<file path="config.mk">
export PLATFORM = sky130hd
export DESIGN_NAME = alu_control_unit
export DESIGN_NICKNAME = d
export VERILOG_FILES = /design/src/rtl/alu_control_unit.sv
export SDC_FILE = /design/constraint.sdc
export NUM_CORES = 1
export LEC_CHECK = 0
export BUFFER_PORTS_ARGS = -buffer_cell sky130_fd_sc_hd__buf_4
export CORE_AREA = 2 2 39 41
export CTS_CLUSTER_DIAMETER = 40
export DETAILED_ROUTE_END_ITERATION = 12
export DIE_AREA = 0 0 41 43
export PLACE_DENSITY = 0.52
export SKIP_CTS_REPAIR_TIMING = 1
export SYNTH_ARGS = -nofsm -noshare
export SYNTH_HDL_FRONTEND = slang
export SYNTH_SLANG_ARGS = --single-unit
</file>
<file path="constraint.sdc">
create_clock -name clk -period 1 [get_ports clk]
set_input_delay 0.05 -clock clk [delete_from_list [all_inputs] [get_ports clk]]
set_output_delay 0.05 -clock clk [all_outputs]
set_load 0.1 [all_outputs]
</file>
<file path="src/rtl/alu_control_unit.sv">
// Registered ALU control decoder for the 32-bit MIPS datapath.
// Maps alu_op/funct to a 3-bit ALU code and flags unsupported R-type funct values.
module alu_control_unit (
    input  logic       clk,
    input  logic       rst,
    input  logic       in_valid,
    input  logic [1:0] alu_op,
    input  logic [5:0] fnctn,
    output logic [2:0] alu_code,
    output logic       out_valid,
    output logic       illegal
);

    localparam logic [2:0] CODE_AND = 3'b000;
    localparam logic [2:0] CODE_OR  = 3'b001;
    localparam logic [2:0] CODE_ADD = 3'b010;
    localparam logic [2:0] CODE_XOR = 3'b011;
    localparam logic [2:0] CODE_NOR = 3'b100;
    localparam logic [2:0] CODE_SUB = 3'b110;
    localparam logic [2:0] CODE_SLT = 3'b111;

    logic [2:0] code_d, code_q;
    logic       illegal_d, illegal_q;
    logic       valid_q;

    // Decode the op class, and the funct field for R-type instructions
    always_comb begin
        code_d    = CODE_ADD;
        illegal_d = 1'b0;
        unique case (alu_op)
            2'b00: code_d = CODE_ADD;
            2'b01: code_d = CODE_SUB;
            2'b10: code_d = CODE_OR;
            2'b11: begin
                unique case (fnctn)
                    6'b100000: code_d = CODE_ADD;
                    6'b100010: code_d = CODE_SUB;
                    6'b100100: code_d = CODE_AND;
                    6'b100101: code_d = CODE_OR;
                    6'b100110: code_d = CODE_XOR;
                    6'b100111: code_d = CODE_NOR;
                    6'b101010: code_d = CODE_SLT;
                    default: begin
                        code_d    = CODE_ADD;
                        illegal_d = 1'b1;
                    end
                endcase
            end
            default: code_d = CODE_ADD;
        endcase
    end

    // Output registers: code/illegal update only on valid input, valid always follows
    always_ff @(posedge clk) begin
        if (rst) begin
            code_q    <= CODE_ADD;
            illegal_q <= 1'b0;
            valid_q   <= 1'b0;
        end else begin
            valid_q <= in_valid;
            if (in_valid) begin
                code_q    <= code_d;
                illegal_q <= illegal_d;
            end
        end
    end

    assign alu_code  = code_q;
    assign illegal   = illegal_q;
    assign out_valid = valid_q;

endmodule

</file>
==> results.cfg <==
[run_status]
outcome = finished clean

[critical_path]
crit_chain = o22ai_1 > a31oi_1 > or2_2
r2r_start = alu_code[1]
r2r_setup_slack_ns = 0.09
arrival_ns = 1.03
crit_fanout = 2
critical_path.max_stage_delay_ns = 0.31
required_ns = 1.12
crit_type = reg2reg
cp-start-kind = flip-flop
critPathCaptureType = flip-flop
r2r_end = alu_code[1]
reg2regPathDepth = 3
critical-path-slowest-cell = dfxtp_2

[synthesis]
yosys-mux-area-fraction = 0
synth.avg_cell_area_um2 = 8.13
synth_top_family_by_area = compound AO/OA/AOI/OAI gates
synth_xor_area_frac = 0.0317
synth_cells = 34
synthSimpleGateAreaFrac = 0.262
ys_seq_area_frac = 0.362
synth_compound_area_frac = 0.281
synthDistinctLibCells = 21
synth_warnings = 0
netlist_area_um2 = 277
yosys.area_share.adder = 0.0362
synth_nets = 45
yosys_register_bits = 5

[sta]
hold_viol = 0
rsz0062_at_grt = false
slew_violations = 0
setup_viol = 0
max_freq_mhz = 1100
relSlewSlack = 0.820
tightestPinTransition_ns = 0.266
fin_skew_ns = 0
period_needed_ns = 0.908
fin_crit_sh = 0.908

[layout]
final_core_util = 0.336
mostFrequentLayoutCell = buf_4
final_cell_mix = 17 x buf_4, 4 x nand2_1, 4 x dfxtp_2, 3 x nand2b_1, 3 x clkbuf_4
final-instance-count-excl-fill = 72
syn_to_final_growth_pct = 68.3
nets = 68
final_layout_size_suffix_gt1_frac = 0.482
num_antenna_cells = 0

[global_route]
met2_usage = 0.138
grt_usage = 0.110
use_met1 = 0.135
gr-total-overflow = 0
top_usage_layer = met2
grt_pass1_wl_um = 1250
grt_max_degree = 7
grt_pass1_vias = 287
met3_usage = 0.0471
antenna_found_initial = 0

[floorplan]
die_w_um = 41
ios = 16
die-area_um2 = 1760
start_util = 0.200
rows = 14
coreArea_um2 = 1380
die-height_um = 43

[routing]
avgViaCountPerCell = 4.51
first_iter_violations = 5
post_drt_wl_per_cell_um = 10.1
num_vias = 325
first_pass_iters = 2
wl_um = 724
antenna_left = 0
drc = 0

[place]
dp_hpwl_um = 596
portBuffers = 15
dp_cells = 67
gp_congestion = 0.744

[clocking]
clk_latency_ns = 0.24
cts_buffer_depth = 2
cts_tree = yes
cts.htree.levels = 1
cts.sinks = 5
clkTransAtPathRegs_ns = 0.04
clockRootBuffer = clkbuf_4
cts_buffers = 3

[flow_run]
maxCapViolCount = 0

[power]
ir_drop_uv = 476
leakagePower_nw = 0.206
pwr_density_cell_nw_per_um2 = 1340

[worst_hold_path]
hold_path.class = in2reg
whs_path_depth = 2
hold_path_end = out_valid
min_from = rst
==> area by class of cell <==
cell class              count  area (um2)
fillers                   157         918
multi-input cells          27         169
repair buffers             18         138
flip-flops and latches      5         105
clock buffers               4        26.3
well taps                  16        20.0
inverters                   2        7.51
==> critical path, delay by kind of cell (launching register included) <==
kind | cells | cell delay [ns]
flops | 1 | 0.31
simple gates | 1 | 0.28
compound gates | 2 | 0.21
==> Yosys cell counts <==
cell type  number  share of area
dfxtp_1         5           0.36
nand2_1         4          0.054
nand2b_1        3          0.068
a21oi_1         2          0.036
a31oi_1         2          0.045
inv_1           2          0.027
nor2_1          2          0.027
a211o_1         1          0.032
a21o_1          1          0.027
a21oi_2         1          0.032
a22o_2          1          0.036
maj3_1          1          0.036
nand3_1         1          0.018
nand3b_1        1          0.027
nor2b_1         1          0.023
o21ai_0         1          0.018
o22ai_1         1          0.023
o41ai_1         1          0.032
or2_1           1          0.023
or2_2           1          0.023
xor2_1          1          0.032
==> cells by family after synthesis <==
kind of cell	Yosys count
AO/OA/AOI/OAI	11
buffers and inverters	2
AND/OR/NAND/NOR	14
flip-flops	5
XOR/XNOR	1
adder cells (fa/ha/maj)	1
==> state kept, by name, summed over array words and instances (netlist names) <==
register,cells
alu_code,3
illegal,1
out_valid,1
==> how the worst max path moves through the flow <==
stage | start | end | slack, ns
2_1_floorplan | alu_code[1] | alu_code[1] | -0.11
6_report | alu_code[1] | alu_code[1] | 0.09
3_5_place_dp | fnctn[0] | alu_code[2] | -0.08
5_1_grt | alu_code[1] | alu_code[1] | 0.02
3_3_place_gp | fnctn[0] | alu_code[2] | -0.06
4_1_cts | illegal | illegal | 0.08
==> per-stage QoR <==
| step | hold slack, ns | power (W) | instance area [um2] | TNS, ns | worst slack, ns |
|---|---|---|---|---|---|
| 3_3_place_gp | 0.226 | 0.000390 | 429 | -0.112 | -0.0598 |
| 5_1_grt | 0.0180 | 0.000666 | 465 | 0 | 0.0200 |
| 4_1_cts | -0.0321 | 0.000635 | 455 | 0 | 0.0846 |
| 6_report | 0.0173 | 0.000623 | 465 | 0 | 0.0921 |
| 2_1_floorplan | 0.105 | 0.000320 | 282 | -0.111 | -0.111 |
| 3_5_place_dp | 0.231 | 0.000390 | 429 | -0.114 | -0.0750 |
==> per-layer routing <==
metal	vias up	share of wire
met2	11	0.49
met3	2	0.059
met5	-	0
li1	167	-
met4	0	0.0097
met1	145	0.43
==> power breakdown <==
| part | internal, W | leakage (nW) | switching [W] |
|---|---|---|---|
| clock | 0.000151 | 0.0150 | 0.0000827 |
| sequential | 0.000210 | 0.0419 | 0.00000400 |
| combinational | 0.0000661 | 0.149 | 0.000109 |
| total | 0.000427 | 0.206 | 0.000196 |
Note: power is estimated with default switching activity, not from simulation.
